--- src/rtl/uart_pkg.sv ---
// Shared constants for the UART receiver: parity encodings, FSM state codes,
// legal parameter limits and the parity-check helper.
package uart_pkg;

  // Parity mode encodings
  localparam int unsigned ParityNone = 0;
  localparam int unsigned ParityEven = 1;
  localparam int unsigned ParityOdd  = 2;

  // Legal parameter limits
  localparam int unsigned DataBitsMin   = 5;
  localparam int unsigned DataBitsMax   = 9;
  localparam int unsigned StopBitsMin   = 1;
  localparam int unsigned StopBitsMax   = 2;
  localparam int unsigned ClksPerBitMin = 8;

  // FSM state codes; neighbouring states differ in one bit
  localparam int unsigned StateW = 3;
  localparam logic [StateW-1:0] StIdle   = 3'b000;
  localparam logic [StateW-1:0] StStart  = 3'b001;
  localparam logic [StateW-1:0] StData   = 3'b011;
  localparam logic [StateW-1:0] StParity = 3'b010;
  localparam logic [StateW-1:0] StStop   = 3'b110;

  // Returns 1 when the received parity bit disagrees with the data word.
  function automatic logic parity_error(input int unsigned mode, input logic data_xor,
                                        input logic par_bit);
    logic w_sum;
    w_sum = data_xor ^ par_bit;
    if (mode == ParityEven) begin
      return w_sum;
    end else if (mode == ParityOdd) begin
      return ~w_sum;
    end
    return 1'b0;
  endfunction

endpackage

--- src/rtl/uart_baud_timer.sv ---
// Bit-period timer: free-runs while not restarted and pulses tick on the last
// cycle of either a full or a half bit period, then wraps to zero.
module uart_baud_timer
  import uart_pkg::*;
#(
  parameter int unsigned CLKS_PER_BIT = 5208
) (
  input  logic clk,
  input  logic nrst,
  input  logic restart,
  input  logic half,
  output logic tick
);

  localparam int unsigned CntW = (CLKS_PER_BIT > 1) ? $clog2(CLKS_PER_BIT) : 1;
  localparam logic [CntW-1:0] FullLast = CntW'(CLKS_PER_BIT - 1);
  localparam logic [CntW-1:0] HalfLast = CntW'(CLKS_PER_BIT / 2 - 1);

  logic [CntW-1:0] r_cnt;
  logic            w_tick;

  assign w_tick = (r_cnt == (half ? HalfLast : FullLast));
  assign tick   = w_tick;

  // Count cycles within a bit period; restart and tick both return to zero
  always_ff @(posedge clk) begin
    if (nrst) begin
      r_cnt <= '0;
    end else if (restart || w_tick) begin
      r_cnt <= '0;
    end else begin
      r_cnt <= r_cnt + 1'b1;
    end
  end

endmodule

--- src/rtl/uart_rx_core.sv ---
// UART receiver: synchronizes rx, frames start/data/parity/stop bits with a
// mid-bit sampling FSM, and holds the last word with flag and error status.
module uart_rx_core
  import uart_pkg::*;
#(
  parameter int unsigned DATA_BITS    = 8,
  parameter int unsigned PARITY_MODE  = 1,
  parameter int unsigned STOP_BITS    = 1,
  parameter int unsigned CLKS_PER_BIT = 5208
) (
  input  logic                 clk,
  input  logic                 nrst,
  input  logic                 rx,
  input  logic                 rx_flag_clr,
  output logic [DATA_BITS-1:0] rx_data,
  output logic                 rx_flag,
  output logic                 parity_err,
  output logic                 frame_err,
  output logic                 overrun,
  output logic                 busy
);

  localparam int unsigned BitCntW = $clog2(DATA_BITS + 1);
  localparam logic [BitCntW-1:0] LastData = BitCntW'(DATA_BITS - 1);
  localparam logic [BitCntW-1:0] LastStop = BitCntW'(STOP_BITS - 1);

  logic                 r_sync1, r_sync2;
  logic                 w_rxs;
  logic [StateW-1:0]    r_state, w_state_nxt;
  logic [BitCntW-1:0]   r_bit_cnt, w_bit_cnt_nxt;
  logic [DATA_BITS-1:0] r_shift, w_shift_nxt;
  logic                 r_par_bit, w_par_bit_nxt;
  logic                 r_ferr, w_ferr_nxt;
  logic                 w_done, w_done_ferr, w_perr;
  logic                 w_tick;

  logic [DATA_BITS-1:0] r_rx_data;
  logic                 r_rx_flag, r_parity_err, r_frame_err, r_overrun;

  assign w_rxs = r_sync2;

  // Two-flop synchronizer; resets to the idle (high) line level
  always_ff @(posedge clk) begin
    if (nrst) begin
      r_sync1 <= 1'b1;
      r_sync2 <= 1'b1;
    end else begin
      r_sync1 <= rx;
      r_sync2 <= r_sync1;
    end
  end

  // Timer is held at zero in IDLE so START begins a clean half-bit count
  uart_baud_timer #(
    .CLKS_PER_BIT(CLKS_PER_BIT)
  ) u_baud_timer (
    .clk    (clk),
    .nrst   (nrst),
    .restart(r_state == StIdle),
    .half   (r_state == StStart),
    .tick   (w_tick)
  );

  // Next-state logic for the frame FSM and its datapath registers
  always_comb begin
    w_state_nxt   = r_state;
    w_bit_cnt_nxt = r_bit_cnt;
    w_shift_nxt   = r_shift;
    w_par_bit_nxt = r_par_bit;
    w_ferr_nxt    = r_ferr;
    w_done        = 1'b0;
    w_done_ferr   = r_ferr | ~w_rxs;
    case (r_state)
      StIdle: begin
        if (!w_rxs) begin
          w_state_nxt   = StStart;
          w_bit_cnt_nxt = '0;
          w_ferr_nxt    = 1'b0;
        end
      end
      StStart: begin
        if (w_tick) begin
          // A high line at mid start bit is a glitch, not a frame
          w_state_nxt   = w_rxs ? StIdle : StData;
          w_bit_cnt_nxt = '0;
        end
      end
      StData: begin
        if (w_tick) begin
          w_shift_nxt = {w_rxs, r_shift[DATA_BITS-1:1]};
          if (r_bit_cnt == LastData) begin
            w_bit_cnt_nxt = '0;
            w_state_nxt   = (PARITY_MODE != ParityNone) ? StParity : StStop;
          end else begin
            w_bit_cnt_nxt = r_bit_cnt + 1'b1;
          end
        end
      end
      StParity: begin
        if (w_tick) begin
          w_par_bit_nxt = w_rxs;
          w_state_nxt   = StStop;
        end
      end
      StStop: begin
        if (w_tick) begin
          if (!w_rxs) begin
            w_ferr_nxt = 1'b1;
          end
          if (r_bit_cnt == LastStop) begin
            w_done        = 1'b1;
            w_state_nxt   = StIdle;
            w_bit_cnt_nxt = '0;
          end else begin
            w_bit_cnt_nxt = r_bit_cnt + 1'b1;
          end
        end
      end
      default: w_state_nxt = StIdle;
    endcase
  end

  assign w_perr = parity_error(PARITY_MODE, ^r_shift, r_par_bit);

  // FSM state and datapath registers
  always_ff @(posedge clk) begin
    if (nrst) begin
      r_state   <= StIdle;
      r_bit_cnt <= '0;
      r_shift   <= '0;
      r_par_bit <= 1'b0;
      r_ferr    <= 1'b0;
    end else begin
      r_state   <= w_state_nxt;
      r_bit_cnt <= w_bit_cnt_nxt;
      r_shift   <= w_shift_nxt;
      r_par_bit <= w_par_bit_nxt;
      r_ferr    <= w_ferr_nxt;
    end
  end

  // Output holding registers; a completing frame takes priority over the clear
  always_ff @(posedge clk) begin
    if (nrst) begin
      r_rx_data    <= '0;
      r_rx_flag    <= 1'b0;
      r_parity_err <= 1'b0;
      r_frame_err  <= 1'b0;
      r_overrun    <= 1'b0;
    end else if (w_done) begin
      r_rx_data    <= r_shift;
      r_rx_flag    <= 1'b1;
      r_parity_err <= w_perr;
      r_frame_err  <= w_done_ferr;
      r_overrun    <= r_rx_flag & ~rx_flag_clr;
    end else if (rx_flag_clr && r_rx_flag) begin
      r_rx_flag    <= 1'b0;
      r_parity_err <= 1'b0;
      r_frame_err  <= 1'b0;
      r_overrun    <= 1'b0;
    end
  end

  assign rx_data    = r_rx_data;
  assign rx_flag    = r_rx_flag;
  assign parity_err = r_parity_err;
  assign frame_err  = r_frame_err;
  assign overrun    = r_overrun;
  assign busy       = (r_state != StIdle);

endmodule

--- config.mk ---
export PLATFORM = sky130hd
export DESIGN_NAME = uart_rx_core
export DESIGN_NICKNAME = d
export VERILOG_FILES = /design/src/rtl/uart_pkg.sv /design/src/rtl/uart_baud_timer.sv /design/src/rtl/uart_rx_core.sv
export SDC_FILE = /design/constraint.sdc
export NUM_CORES = 1
export LEC_CHECK = 0
export BUFFER_PORTS_ARGS = -buffer_cell sky130_fd_sc_hd__buf_2
export CORE_UTILIZATION = 45
export CTS_CLUSTER_SIZE = 25
export DETAILED_ROUTE_END_ITERATION = 10
export GPL_ROUTABILITY_DRIVEN = 0
export PLACE_DENSITY = 0.74
export SLEW_MARGIN = 20
export SYNTH_ARGS = -nofsm -noshare
export SYNTH_HDL_FRONTEND = slang
export SYNTH_SLANG_ARGS = --single-unit
--- constraint.sdc ---
create_clock -name clk -period 3 [get_ports clk]
set_clock_uncertainty 0.1 [all_clocks]
set_input_delay 0 -clock clk [delete_from_list [all_inputs] [get_ports clk]]
set_output_delay 0 -clock clk [all_outputs]
set_load 0.005 [all_outputs]
==> results of run 1 <==
## synthesized netlist by cell type (4+ instances only)
master	instances
sky130_fd_sc_hd__xnor2_1	17
sky130_fd_sc_hd__nor3_1	7
sky130_fd_sc_hd__dfxtp_1	44
sky130_fd_sc_hd__nand3_1	9
sky130_fd_sc_hd__nor3b_1	5
sky130_fd_sc_hd__nor2b_1	4
sky130_fd_sc_hd__inv_1	10
sky130_fd_sc_hd__buf_2	4
sky130_fd_sc_hd__mux2i_1	19
sky130_fd_sc_hd__a21oi_1	6
sky130_fd_sc_hd__nand2b_1	7
sky130_fd_sc_hd__nand2_1	8
sky130_fd_sc_hd__nor4_1	4
sky130_fd_sc_hd__nor2_1	43
sky130_fd_sc_hd__clkbuf_1	5
## cell families after synthesis
kind of cell	after synthesis	synth area share [%]
xor gates and xnor gates	19	7.81
buffers and inverters	19	3.58
DFF	44	41.3
and+or+nand+nor	106	26.2
adders and majority gates	3	1.76
AOI/OAI and AO/OA	28	10.4
muxes	19	8.92
## routing by layer
metal	up-vias	part of all wire, %
met1	826	49
met2	24	46
li1	859	-
met4	0	1.8
met3	7	3.2
met5	-	0
## cell usage in the layout (no fill, tap or decap), drive strengths merged, types with 3 or more instances in the layout
master,netlist,layout
xnor2,17,17
a211oi,3,3
nor3,7,7
buf,4,17
nand2,8,8
clkbuf,5,5
nor4,4,4
mux2i,19,19
o32ai,3,3
a21oi,8,8
nor2,43,43
or3b,3,3
inv,10,11
dfxtp,44,44
nand2b,7,7
ha,3,3
nand4bb,3,3
nor3b,5,5
nor2b,4,4
nand3,9,9
## per-stage QoR
stage | utilization, % | setup WS (ns) | power, uW | cell area, um^2 | hold WS [ns]
2_1_floorplan | - | 0.867 | 652 | 2130 | 0.00381
3_3_place_gp | 50.5 | 0.642 | 668 | 2250 | 0.0836
3_5_place_dp | 50.5 | 0.597 | 668 | 2250 | 0.0920
4_1_cts | 53.6 | 0.588 | 1140 | 2380 | 0.0940
5_1_grt | 53.6 | 0.397 | 1170 | 2380 | 0.132
6_report | 53.6 | 0.589 | 1130 | 2380 | 0.0991
## what timing repair did
item,in CTS,in global routing
hold endpoints to repair,3,0
hold buffers,2,0
buffers inserted,0,0
## worst paths after layout
path / from / to
max: u_baud_timer.r_cnt[5] / rx_data[1]
min: nrst / rx_data[0]
max reg2reg: u_baud_timer.r_cnt[5] / rx_data[1]
min reg2reg: r_sync1 / r_sync2
## worst max-delay path: stages (launching register included)
cell and delay [ns]:
sky130_fd_sc_hd__dfxtp_1 0.46, sky130_fd_sc_hd__nand4bb_1 0.17, sky130_fd_sc_hd__or4_1 0.65, sky130_fd_sc_hd__a211oi_4 0.59
sky130_fd_sc_hd__mux2i_1 0.25, sky130_fd_sc_hd__nor2_1 0.05
## registers in the layout (all words and copies together), names as in the netlist, 3 cells and up
signal and cells:
r_shift 8, r_state 3, r_bit_cnt 4, rx_data 8, u_baud_timer.r_cnt 13
## cell type report
type | instances | area (um^2)
Clock inverter | 3 | 46.3
Tap cell | 52 | 65.1
Clock buffer | 5 | 68.8
Fill cell | 424 | 2060
Timing Repair Buffer | 19 | 108
Multi-Input combinational cell | 175 | 1170
Sequential cell | 44 | 881
Inverter | 10 | 37.5
## where the power goes
group	leakage (uW)	internal, uW	switching (uW)
sequential	0.000355	590	7.97
combinational	0.000457	22.8	38.4
clock	0.0000548	251	220
==> tab_implementation.tex, run 1 <==
\begin{tabular}{lr}
\hline
Metric & Value \\
\hline
\multicolumn{2}{l}{\textbf{STA}} \\
\quad Max Transition Viols Final & 0 \\
\quad Final-report hold violation count & 0 \\
\quad Maximum clock frequency & 0.415 GHz \\
\quad Headroom to the max-slew limit & between 50\% and 60\% \\
\quad Measured slew at the worst slew-check pin & 0.630 ns \\
\quad Total Neg Setup Slack & 0 ns \\
\quad Final period util & 80.4\% \\
\quad Setup violations, final & 0 \\
\quad Unrepaired setup endpoints after global routing & no \\
\quad Final min period & 2.41 ns \\
\multicolumn{2}{l}{\textbf{Run}} \\
\quad Count of maximum capacitance violations & 0 \\
\multicolumn{2}{l}{\textbf{Power}} \\
\quad Worst voltage drop across the vdd grid & $\sim$0.33 mV \\
\quad Areal power density over the cells & between 400 and 500 nW/um\^{}2 \\
\quad Leakage power & 0.000867 uW \\
\multicolumn{2}{l}{\textbf{Worst hold path}} \\
\quad Min-Delay Path Depth & 2 \\
\quad Min-Delay Path Class & input pin to flip-flop \\
\multicolumn{2}{l}{\textbf{Clocking}} \\
\quad Clk sink count & 44 \\
\quad Clock buffer depth & 2 \\
\quad Clock H-tree levels & 2 \\
\quad TritonCTS clock tree & done \\
\quad Clock tree root buffer cell & sky130\_fd\_sc\_hd\_\_clkbuf\_8 \\
\quad Number of buffers created by CTS & 5 \\
\quad Clock Latency Late Sink & around 0.3 ns \\
\quad \# resized after CTS & 0 \\
\quad Clock transition at the registers of the reported paths & $\sim$0.090 ns \\
\multicolumn{2}{l}{\textbf{Synth}} \\
\quad Largest cells by area after synthesis & sky130\_fd\_sc\_hd\_\_dfxtp\_1 41\%, sky130\_fd\_sc\_hd\_\_mux2i\_1 8.9\%, sky130\_fd\_sc\_hd\_\_nor2\_1 7.6\% \\
\quad Sequential-to-total area share from yosys stat & approximately two fifths \\
\quad Synth warn & 0 \\
\quad Cells after Synth & 238 \\
\quad Most used DFF post-synth & sky130\_fd\_sc\_hd\_\_dfxtp\_1 \\
\quad Mapped Avg Cell Area & 8.96 um\^{}2 \\
\quad Share of the synthesized area in the top cell type & 41.3\% \\
\quad Synth Net Count & 245 \\
\quad Synth Register Bits & 44 \\
\quad Fraction of registers with async set or reset after synthesis & 0\% \\
\quad Number of distinct standard cells referenced by the synthesized netlist & 45 \\
\quad Area leader, netlist & sky130\_fd\_sc\_hd\_\_dfxtp\_1 \\
\quad Post-synth EDFFs & 0 \\
\quad Mapped Area & 2130 um\^{}2 \\
\multicolumn{2}{l}{\textbf{Global route}} \\
\quad Total gr overflow & 0 \\
\quad Met1 capacity usage during global routing & 25.2\% \\
\quad Number of global-route vias before repair & 1593 \\
\quad Total global routing track utilization & 19.0\% \\
\quad Met2 track demand over resource in global routing & 30.4\% \\
\quad Met3 Usage GRT & between 3 and 4\% \\
\quad Number of antenna violations at the first check in global routing & 0 \\
\quad Most heavily used metal layer in global routing & met2 \\
\quad Largest net degree at the start of global routing & 39 \\
\quad Global-route wire length before repair & around 7.5 mm \\
\multicolumn{2}{l}{\textbf{Routing}} \\
\quad Violation count after the first detailed-route iteration & 64 \\
\quad Vias after detailed routing & 1716 \\
\quad Total detailed-routing wirelength & roughly 4.3 mm \\
\quad Vias per inst & 5.57 \\
\quad 1st-pass router iterations & 4 \\
\quad Wirelength per Cell & 13.9 um \\
\quad \# DRC & 0 \\
\quad Antenna violation net count after detailed routing & 0 \\
\multicolumn{2}{l}{\textbf{Placed design}} \\
\quad Count of buffers inserted at the top-level ports & 16 \\
\quad Cell count after placement & between 200 and 300 \\
\quad HPWL Detailed & 2.93 mm \\
\multicolumn{2}{l}{\textbf{Layout}} \\
\quad Signed area change from the synthesized netlist to the final layout & 11.7\% \\
\quad Layout cells sized above 1 & 12.9\% \\
\quad Ant. Diodes & 0 \\
\quad Fin cells & 308 \\
\quad Final \#Nets & roughly 260 \\
\multicolumn{2}{l}{\textbf{Run status}} \\
\quad Run status & finished, final reports clean \\
\multicolumn{2}{l}{\textbf{Die}} \\
\quad Total die area & 5020 um\^{}2 \\
\quad Effective utilization at floorplan & between 40\% and 50\% \\
\quad Ports placed on the boundary & 17 \\
\quad Placeable core region & 4440 um\^{}2 \\
\quad Cell Rows & 24 \\
\quad Die Height & 70.8 um \\
\quad Horizontal die dimension & 70.8 um \\
\multicolumn{2}{l}{\textbf{Setup path}} \\
\quad Worst R2R Setup Slack & 0.59 ns \\
\quad Nature of the critical path startpoint & flip-flop \\
\quad Crit. End Element & flip-flop \\
\quad Data required time of the critical path & 3.07 ns \\
\quad Kind of critical path & flip-flop to flip-flop \\
\quad Crit Path Max Fanout & 8 \\
\quad Data arrival, critical path & 2.49 ns \\
\quad Number of cells on the worst reg-to-reg path & 5 \\
\hline
\end{tabular}
No activity file was read; power rests on OpenSTA's default activity.
==> inputs of run 2 (changes only) <==
--- a/config.mk
+++ b/config.mk
@@ -5,6 +5,7 @@
 export SDC_FILE = /design/constraint.sdc
 export NUM_CORES = 1
 export LEC_CHECK = 0
+export ABC_AREA = 1
 export BUFFER_PORTS_ARGS = -buffer_cell sky130_fd_sc_hd__buf_2
 export CORE_UTILIZATION = 45
 export CTS_CLUSTER_SIZE = 25
==> constraint.sdc (replaced) <==
create_clock -name clk -period 2.26 [get_ports clk]
set_clock_uncertainty 0.1 [all_clocks]
set_input_delay 0 -clock clk [delete_from_list [all_inputs] [get_ports clk]]
set_output_delay 0 -clock clk [all_outputs]
set_load 0.005 [all_outputs]
==> run 2 against run 1 <==
Against the previous run:
- the run now ends with design-rule violations left
- combinational power increased to 3.2 times the previous value
- sequential share of layout area rose by 0.29 points
- synthesized area fell by 0.23%
- global-route usage down 1.1 points
- via count rose by 9.1%
- routed wire length shrank 5.1%
- design area is 0.79% lower
- die area down 0.23%
- synthesized cell count is 28% higher
- total power up 34%
- first-iteration DRC count is 130% higher
- non-clock buffer count increased by 1
- largest power group unchanged
==> tab_implementation.tex, run 2 <==
\begin{tabular}{lr}
\hline
Metric & Value \\
\hline
\multicolumn{2}{l}{\textbf{Run status}} \\
\quad Run status & complete, but fails checks (was finished, final reports clean) \\
\quad Violated checks & design-rule violations \\
\multicolumn{2}{l}{\textbf{Synth}} \\
\quad Xor and xnor area share after synthesis & 3.71\% (was 7.81\%) \\
\quad Number of distinct standard cells referenced by the synthesized netlist & 32 (was 45) \\
\quad Library cell with the highest instance count after synthesis & sky130\_fd\_sc\_hd\_\_nor2\_1 (was sky130\_fd\_sc\_hd\_\_dfxtp\_1) \\
\quad Adder and majority cell fraction of the synthesized area & 1.76\% (about the same) \\
\quad Largest cells by area after synthesis & sky130\_fd\_sc\_hd\_\_dfxtp\_1 41\%, sky130\_fd\_sc\_hd\_\_nor2\_1 11\%, sky130\_fd\_sc\_hd\_\_nand2\_1 11\% (was sky130\_fd\_sc\_hd\_\_dfxtp\_1 41\%, sky130\_fd\_sc\_hd\_\_mux2i\_1 8.9\%, sky130\_fd\_sc\_hd\_\_nor2\_1 7.6\%) \\
\quad Synth Net Count & 311 (was 245) \\
\quad Share of the synthesized area in the top cell type & 41.4\% (was 41.3\%) \\
\quad Mapped Avg Cell Area & 7.00 um\^{}2 (was 8.96 um\^{}2) \\
\quad Mapped Area & 2130 um\^{}2 (about the same) \\
\quad Combinational family with the most area after synthesis & simple AND/OR/NAND/NOR gates (unchanged) \\
\quad Synth Register Bits & 44 (unchanged) \\
\quad Most used DFF post-synth & sky130\_fd\_sc\_hd\_\_dfxtp\_1 (unchanged) \\
\quad Post-synth top cells & 63 x sky130\_fd\_sc\_hd\_\_nor2\_1, 62 x sky130\_fd\_sc\_hd\_\_nand2\_1, 44 x sky130\_fd\_sc\_hd\_\_dfxtp\_1 (was 44 x sky130\_fd\_sc\_hd\_\_dfxtp\_1, 43 x sky130\_fd\_sc\_hd\_\_nor2\_1, 19 x sky130\_fd\_sc\_hd\_\_mux2i\_1) \\
\quad Simple-gate share of the synthesized area & 37.5\% (was 26.2\%) \\
\quad Fraction of registers with async set or reset after synthesis & 0\% (unchanged) \\
\quad Area leader, netlist & sky130\_fd\_sc\_hd\_\_dfxtp\_1 (unchanged) \\
\quad Cells after Synth & 304 (was 238) \\
\quad Share of synthesized area spent on multiplexers & 0\% (was 8.92\%) \\
\quad Synth warn & 0 (unchanged) \\
\quad Post-synth EDFFs & 0 (unchanged) \\
\quad Sequential-to-total area share from yosys stat & 41.4\% (was 41.3\%) \\
\quad Compound-gate portion of the synthesized area & 8.71\% (was 10.4\%) \\
\multicolumn{2}{l}{\textbf{Power}} \\
\quad Leakage power & 0.000986 uW (was 0.000867 uW) \\
\quad Areal power density over the cells & 640 nW/um\^{}2 (was 474 nW/um\^{}2) \\
\quad Worst voltage drop across the vdd grid & 0.395 mV (was 0.330 mV) \\
\quad Total chip power & 1510 uW (was 1130 uW) \\
\multicolumn{2}{l}{\textbf{Worst hold path}} \\
\quad Worst hold path endpoint & r\_sync2 (was rx\_data[0]) \\
\quad Min-Delay Path Class & flip-flop to flip-flop (was input pin to flip-flop) \\
\quad Hold path start & r\_sync1 (was nrst) \\
\quad Min-Delay Path Depth & 1 (was 2) \\
\multicolumn{2}{l}{\textbf{Global route}} \\
\quad Number of antenna violations at the first check in global routing & 0 (unchanged) \\
\quad Largest net degree at the start of global routing & 20 (was 39) \\
\quad Global-route wire length before repair & 7.15 mm (was 7.51 mm) \\
\quad Number of global-route vias before repair & 1702 (was 1593) \\
\quad Total gr overflow & 0 (unchanged) \\
\quad Total global routing track utilization & 17.9\% (was 19.0\%) \\
\multicolumn{2}{l}{\textbf{Clocking}} \\
\quad Clock tree root buffer cell & sky130\_fd\_sc\_hd\_\_clkbuf\_8 (unchanged) \\
\quad Clk sink count & 44 (unchanged) \\
\quad TritonCTS clock tree & done (unchanged) \\
\quad Number of buffers inserted to repair setup after CTS & 0 (unchanged) \\
\quad Clock buffer depth & 2 (unchanged) \\
\quad Clock H-tree levels & 2 (unchanged) \\
\quad Clock Latency Late Sink & 0.30 ns (about the same) \\
\quad Number of buffers created by CTS & 5 (unchanged) \\
\quad Clock transition at the registers of the reported paths & 0.08 ns (was 0.09 ns) \\
\multicolumn{2}{l}{\textbf{STA}} \\
\quad Max Transition Viols Final & 0 (unchanged) \\
\quad Measured slew at the worst slew-check pin & 0.474 ns (was 0.630 ns) \\
\quad Setup violations, final & 0 (unchanged) \\
\quad Post-route setup slack & 0.370 ns (was 0.589 ns) \\
\quad Final-report hold violation count & 0 (unchanged) \\
\quad Final min period & 1.89 ns (was 2.41 ns) \\
\quad Headroom to the max-slew limit & 68.3\% (was 58.0\%) \\
\quad Final period util & 83.6\% (was 80.4\%) \\
\quad Maximum clock frequency & 0.529 GHz (was 0.415 GHz) \\
\quad Total Neg Setup Slack & 0 ns (unchanged) \\
\quad Unrepaired setup endpoints after global routing & no (unchanged) \\
\quad Worst Hold Margin & 0.312 ns (was 0.0991 ns) \\
\multicolumn{2}{l}{\textbf{Layout}} \\
\quad Signed area change from the synthesized netlist to the final layout & 11.1\% (was 11.7\%) \\
\quad Layout filler cell count & 450 (was 424) \\
\quad Flip-flop count of the largest register, all copies and words added & 13 (unchanged) \\
\quad Ant. Diodes & 0 (unchanged) \\
\quad Commonest cells after routing, fill and taps aside & 63 x sky130\_fd\_sc\_hd\_\_nor2\_1, 62 x sky130\_fd\_sc\_hd\_\_nand2\_1, 44 x sky130\_fd\_sc\_hd\_\_dfxtp\_1 (was 44 x sky130\_fd\_sc\_hd\_\_dfxtp\_1, 43 x sky130\_fd\_sc\_hd\_\_nor2\_1, 19 x sky130\_fd\_sc\_hd\_\_mux2i\_1) \\
\quad Register ranked first by flip-flop count & u\_baud\_timer.r\_cnt (unchanged) \\
\quad Final cell utilization of the core & 53.2\% (was 53.6\%) \\
\quad Most common cell after layout, fill and taps aside & sky130\_fd\_sc\_hd\_\_nor2\_1 (was sky130\_fd\_sc\_hd\_\_dfxtp\_1) \\
\quad Layout cells sized above 1 & 12.3\% (was 12.9\%) \\
\quad Final \#Nets & 331 (was 262) \\
\multicolumn{2}{l}{\textbf{Routing}} \\
\quad 1st-pass router iterations & 7 (was 4) \\
\quad Wirelength per Cell & 10.8 um (was 13.9 um) \\
\quad Vias after detailed routing & 1873 (was 1716) \\
\quad \# DRC & 5 (was 0) \\
\quad Vias per inst & 4.97 (was 5.57) \\
\quad Total detailed-routing wirelength & 4.05 mm (was 4.27 mm) \\
\quad Violation count after the first detailed-route iteration & 149 (was 64) \\
\quad Antenna violation net count after detailed routing & 0 (unchanged) \\
\multicolumn{2}{l}{\textbf{Die}} \\
\quad Horizontal die dimension & 70.8 um (about the same) \\
\quad Ports placed on the boundary & 17 (unchanged) \\
\quad Die Height & 70.8 um (about the same) \\
\quad Effective utilization at floorplan & 47.9\% (was 48.0\%) \\
\quad Total die area & 5010 um\^{}2 (was 5020 um\^{}2) \\
\quad Cell Rows & 24 (unchanged) \\
\quad Placeable core region & 4440 um\^{}2 (unchanged) \\
\multicolumn{2}{l}{\textbf{Setup path}} \\
\quad Kind of critical path & flip-flop to flip-flop (unchanged) \\
\quad Worst R2R Setup Slack & 0.37 ns (was 0.59 ns) \\
\quad Worst reg2reg startpoint & u\_baud\_timer.r\_cnt[0] (was u\_baud\_timer.r\_cnt[5]) \\
\quad Crit Path Max Fanout & 11 (was 8) \\
\quad End of the worst register-to-register path & overrun (was rx\_data[1]) \\
\quad Number of buffers and inverters on the critical path & 0 (unchanged) \\
\quad Nature of the critical path startpoint & flip-flop (unchanged) \\
\quad Data required time of the critical path & 2.34 ns (was 3.07 ns) \\
\quad Data arrival, critical path & 1.97 ns (was 2.49 ns) \\
\quad Crit path max-delay family & simple AND/OR/NAND/NOR gates (unchanged) \\
\quad Crit. End Element & flip-flop (unchanged) \\
\quad Number of cells on the worst reg-to-reg path & 6 (was 5) \\
\quad Worst path cell trace & ha\_1, nand2\_1, nor3b\_2, nand4\_1, nand3\_1, a21oi\_1 (was nand4bb\_1, or4\_1, a211oi\_4, mux2i\_1, nor2\_1) \\
\quad Slowest CP cell & sky130\_fd\_sc\_hd\_\_nand4\_1 (was sky130\_fd\_sc\_hd\_\_or4\_1) \\
\quad Largest stage delay on the critical path & 0.45 ns (was 0.65 ns) \\
\multicolumn{2}{l}{\textbf{Run}} \\
\quad Count of maximum capacitance violations & 0 (unchanged) \\
\multicolumn{2}{l}{\textbf{Placed design}} \\
\quad HPWL Detailed & 2.94 mm (was 2.93 mm) \\
\quad Worst setup slack after placement & 0.359 ns (was 0.597 ns) \\
\quad Count of buffers inserted at the top-level ports & 16 (unchanged) \\
\hline
\end{tabular}
[run 2: cell count changes in the layout (fill, tap and decap cells not counted), moves of 7 or more]
cell	delta
sky130_fd_sc_hd__a21oi_1	+8
sky130_fd_sc_hd__xnor2_1	-13
sky130_fd_sc_hd__nand2b_1	-7
sky130_fd_sc_hd__nand2_1	+54
sky130_fd_sc_hd__nand3_1	+12
sky130_fd_sc_hd__nor2_1	+20
sky130_fd_sc_hd__inv_1	+17
sky130_fd_sc_hd__o21ai_0	+17
sky130_fd_sc_hd__mux2i_1	-19
[run 2: logic make-up (layout without fill, tap and decap cells)]
logic type,after synthesis,after routing
adder cells (fa/ha/maj),3,3
flip-flops,44,44
buffers and inverters,36,57
XOR/XNOR,9,9
AND/OR/NAND/NOR,176,176
AO/OA/AOI/OAI,36,36
[run 2: layer usage]
metal  routed length [um]  vias to the layer above  global-route usage (%)
met5                    0                        -                       0
li1                     -                     1006                       -
met3                  137                        5                    4.70
met1                 2090                      837                    23.3
met4                   27                        0                    5.33
met2                 1800                       25                    29.3
[run 2: cell type report]
class | count | area, um^2 | share of cell area [%]
Clock buffer | 8 | 90.1 | 3.81
Inverter | 29 | 109 | 4.61
Multi-Input combinational cell | 224 | 1100 | 46.6
Sequential cell | 44 | 881 | 37.3
Tap cell | 52 | 65.1 | 2.75
Timing Repair Buffer | 20 | 118 | 4.98
[run 2: where the power goes]
group / switching [uW] / internal [uW]
clock network: 252 / 249
registers: 20.7 / 797
logic: 124 / 68.4
[run 2: worst max path at each step]
stage | from | end | depth (start not counted)
after floorplan | u_baud_timer.r_cnt[0] | r_shift[0] | 7
after global placement | u_baud_timer.r_cnt[0] | rx_data[0] | 6
after detailed placement | u_baud_timer.r_cnt[0] | overrun | 6
after CTS | u_baud_timer.r_cnt[0] | rx_data[1] | 6
after global routing | u_baud_timer.r_cnt[0] | parity_err | 6
final | u_baud_timer.r_cnt[0] | overrun | 6
[run 2: metrics by stage]
| step | area, um^2 | instances |
|---|---|---|
| final | 2360 | 377 |
| after global routing | 2360 | 377 |
| after CTS | 2360 | 377 |
| after detailed placement | 2240 | 366 |
| after global placement | 2240 | 366 |
| after floorplan | 2130 | 304 |
[run 2: timing repair]
item                      4_1_cts  5_1_grt
hold endpoints to repair       11        0
hold buffers                    3        0
gates resized for setup         0        0
==> inputs of run 3 (changes only) <==
--- a/config.mk
+++ b/config.mk
@@ -11,7 +11,7 @@
 export CTS_CLUSTER_SIZE = 25
 export DETAILED_ROUTE_END_ITERATION = 10
 export GPL_ROUTABILITY_DRIVEN = 0
-export PLACE_DENSITY = 0.74
+export PLACE_DENSITY = 0.76
 export SLEW_MARGIN = 20
 export SYNTH_ARGS = -nofsm -noshare
 export SYNTH_HDL_FRONTEND = slang
==> constraint.sdc (replaced) <==
create_clock -name clk -period 1.59 [get_ports clk]
set_clock_uncertainty 0.1 [all_clocks]
set_input_delay 0 -clock clk [delete_from_list [all_inputs] [get_ports clk]]
set_output_delay 0 -clock clk [all_outputs]
set_load 0.005 [all_outputs]
==> run 3 against run 2 <==
Against the previous run:
- the flow finishes with violations (design-rule violations, negative setup slack)
- utilization increased by 12 points
- combinational power increased by 85%
- largest cell class unchanged
- cell count increased by 8.8%
- hold slack improved by 0.0075 ns
==> tab_implementation.tex, run 3 (synthesis results as in run 2) <==
\begin{tabular}{lr}
\hline
Metric & Value \\
\hline
\multicolumn{2}{l}{\textbf{Clocking}} \\
\quad Clock H-tree levels & 2 (unchanged) \\
\quad Clock tree root buffer cell & sky130\_fd\_sc\_hd\_\_clkbuf\_8 (unchanged) \\
\quad Clock transition at the registers of the reported paths & 0.08 ns (about the same) \\
\quad Clk sink count & 44 (unchanged) \\
\quad Clock Latency Late Sink & 0.30 ns (about the same) \\
\quad TritonCTS clock tree & done (unchanged) \\
\quad Clock buffer depth & 2 (unchanged) \\
\quad Number of buffers created by CTS & 5 (unchanged) \\
\multicolumn{2}{l}{\textbf{Placed design}} \\
\quad Count of buffers inserted at the top-level ports & 16 (unchanged) \\
\quad Worst setup slack after placement & -0.118 ns (was 0.359 ns) \\
\quad HPWL Detailed & 3.15 mm (was 2.94 mm) \\
\multicolumn{2}{l}{\textbf{Layout}} \\
\quad Most common cell after layout, fill and taps aside & sky130\_fd\_sc\_hd\_\_nand2\_1 (was sky130\_fd\_sc\_hd\_\_nor2\_1) \\
\quad Final cell utilization of the core & 65.6\% (was 53.2\%) \\
\quad Flip-flop count of the largest register, all copies and words added & 13 (unchanged) \\
\quad Signed area change from the synthesized netlist to the final layout & 37.1\% (was 11.1\%) \\
\quad Ant. Diodes & 0 (unchanged) \\
\quad Commonest cells after routing, fill and taps aside & 54 x sky130\_fd\_sc\_hd\_\_nand2\_1, 46 x sky130\_fd\_sc\_hd\_\_nor2\_1, 31 x sky130\_fd\_sc\_hd\_\_dfxtp\_1 (was 63 x sky130\_fd\_sc\_hd\_\_nor2\_1, 62 x sky130\_fd\_sc\_hd\_\_nand2\_1, 44 x sky130\_fd\_sc\_hd\_\_dfxtp\_1) \\
\quad Layout cells sized above 1 & 37.4\% (was 12.3\%) \\
\quad Final \#Nets & 364 (was 331) \\
\quad Register ranked first by flip-flop count & u\_baud\_timer.r\_cnt (unchanged) \\
\multicolumn{2}{l}{\textbf{Global route}} \\
\quad Total global routing track utilization & 19.6\% (was 17.9\%) \\
\quad Number of global-route vias before repair & 1839 (was 1702) \\
\quad Total gr overflow & 0 (unchanged) \\
\quad Largest net degree at the start of global routing & 20 (unchanged) \\
\quad Number of antenna violations at the first check in global routing & 0 (unchanged) \\
\quad Global-route wire length before repair & 7.86 mm (was 7.15 mm) \\
\multicolumn{2}{l}{\textbf{Power}} \\
\quad Leakage power & 0.00121 uW (was 0.000986 uW) \\
\quad Worst voltage drop across the vdd grid & 0.682 mV (was 0.395 mV) \\
\quad Areal power density over the cells & 823 nW/um\^{}2 (was 640 nW/um\^{}2) \\
\multicolumn{2}{l}{\textbf{STA}} \\
\quad Final-report hold violation count & 0 (unchanged) \\
\quad Unrepaired setup endpoints after global routing & yes (was no) \\
\quad Max Transition Viols Final & 0 (unchanged) \\
\quad Measured slew at the worst slew-check pin & 0.287 ns (was 0.474 ns) \\
\quad Setup violations, final & 24 (was 0) \\
\quad Final period util & 109\% (was 83.6\%) \\
\quad Final min period & 1.73 ns (was 1.89 ns) \\
\quad Post-route setup slack & -0.138 ns (was 0.370 ns) \\
\quad Headroom to the max-slew limit & 80.8\% (was 68.3\%) \\
\quad Maximum clock frequency & 0.579 GHz (was 0.529 GHz) \\
\multicolumn{2}{l}{\textbf{Die}} \\
\quad Horizontal die dimension & 70.8 um (unchanged) \\
\quad Ports placed on the boundary & 17 (unchanged) \\
\quad Die Height & 70.8 um (unchanged) \\
\quad Effective utilization at floorplan & 47.9\% (unchanged) \\
\quad Placeable core region & 4440 um\^{}2 (unchanged) \\
\quad Cell Rows & 24 (unchanged) \\
\quad Total die area & 5010 um\^{}2 (unchanged) \\
\multicolumn{2}{l}{\textbf{Routing}} \\
\quad 1st-pass router iterations & 7 (unchanged) \\
\quad Violation count after the first detailed-route iteration & 112 (was 149) \\
\quad Antenna violation net count after detailed routing & 0 (unchanged) \\
\quad Total detailed-routing wirelength & 5.24 mm (was 4.05 mm) \\
\quad Wirelength per Cell & 12.8 um (was 10.8 um) \\
\quad \# DRC & 4 (was 5) \\
\quad Vias after detailed routing & 2117 (was 1873) \\
\quad Vias per inst & 5.16 (was 4.97) \\
\multicolumn{2}{l}{\textbf{Setup path}} \\
\quad Kind of critical path & flip-flop to flip-flop (unchanged) \\
\quad Crit Path Max Fanout & 7 (was 11) \\
\quad Data required time of the critical path & 1.72 ns (was 2.34 ns) \\
\quad Largest stage delay on the critical path & 0.37 ns (was 0.45 ns) \\
\quad Data arrival, critical path & 1.86 ns (was 1.97 ns) \\
\quad Nature of the critical path startpoint & flip-flop (unchanged) \\
\quad Slowest CP cell & sky130\_fd\_sc\_hd\_\_dfxtp\_2 (was sky130\_fd\_sc\_hd\_\_nand4\_1) \\
\quad Worst path cell trace & ha\_4, nand2\_2, nor3b\_2, buf\_4, nand3\_4, nor2\_4, buf\_6, nand2\_2, a21oi\_2 (was ha\_1, nand2\_1, nor3b\_2, nand4\_1, nand3\_1, a21oi\_1) \\
\quad Crit. End Element & flip-flop (unchanged) \\
\quad Crit path top cell by count & sky130\_fd\_sc\_hd\_\_nand2\_2 \\
\multicolumn{2}{l}{\textbf{Run}} \\
\quad Count of maximum capacitance violations & 0 (unchanged) \\
\multicolumn{2}{l}{\textbf{Run status}} \\
\quad Run status & complete, but fails checks (unchanged) \\
\quad Violated checks & design-rule violations, negative setup slack (was design-rule violations) \\
\multicolumn{2}{l}{\textbf{Worst hold path}} \\
\quad Min-Delay Path Class & input pin to flip-flop (was flip-flop to flip-flop) \\
\hline
\end{tabular}
[run 3: cell count changes in the layout (fill, tap and decap cells not counted), sizes merged]
| cell | previous run | this run |
|---|---|---|
| buf | 17 | 50 |
| bufinv | 0 | 1 |
| clkinvlp | 0 | 1 |
| inv | 29 | 30 |
| clkbuf | 8 | 5 |
[run 3: worst max-delay path, delay by kind of cell, from the launching register on]
kind	cells	cell delay [ns]
buffers and inverters	2	0.30
AOI/OAI and AO/OA	1	0.11
adders and majority gates	1	0.15
and+or+nand+nor	5	0.63
DFF	1	0.37
[run 3: metal layers]
metal / up-vias / wire [um] / GRT usage, %
met3: 4 / 284 / 4.84
met5: - / 0 / 0
met2: 57 / 2520 / 32.4
li1: 1075 / - / -
met4: 0 / 67 / 6.67
met1: 981 / 2360 / 25.0
[run 3: final cells by class]
type,count,area [um^2]
fill,347,1530
multi-input combinational,224,1330
timing repair buffer,53,392
sequential,44,902
tap,52,65.1
clock buffer,5,68.8
clock inverter,3,46.3
inverter,29,114
[run 3: final timing paths]
kind	from	to	slack [ns]	cells after the start
setup reg to reg	u_baud_timer.r_cnt[1]	frame_err	-0.14	9
setup / recovery	u_baud_timer.r_cnt[1]	frame_err	-0.14	9
hold / removal	rx	r_sync1	0.32	3
hold reg to reg	r_sync1	r_sync2	0.33	1
[run 3: per-stage QoR]
step	hold WS, ns	instances	power (uW)	instance area (um^2)	setup TNS, ns
floorplan	0.00381	304	1400	2130	0
global placement	0.0914	389	1460	2410	-0.424
detailed placement	0.0914	389	1470	2410	-1.61
CTS	0.312	403	2350	2630	-0.943
global route	0.325	410	2520	2920	-4.08
finish	0.319	410	2400	2920	-1.70
[run 3: report_power, final]
part | switching (uW) | internal, uW
Clock | 395 | 473
Combinational | 217 | 140
Sequential | 38.0 | 1140
[run 3: timing repair]
| action | CTS | global route |
|---|---|---|
| gates resized for setup | 17 | 80 |
| gates cloned | 0 | 1 |
| setup buffers | 3 | 6 |
| pin swaps | 9 | 21 |
| hold buffers | 3 | 0 |
| setup endpoints to repair | 38 | 41 |
| endpoints found under the hold margin | 11 | 0 |
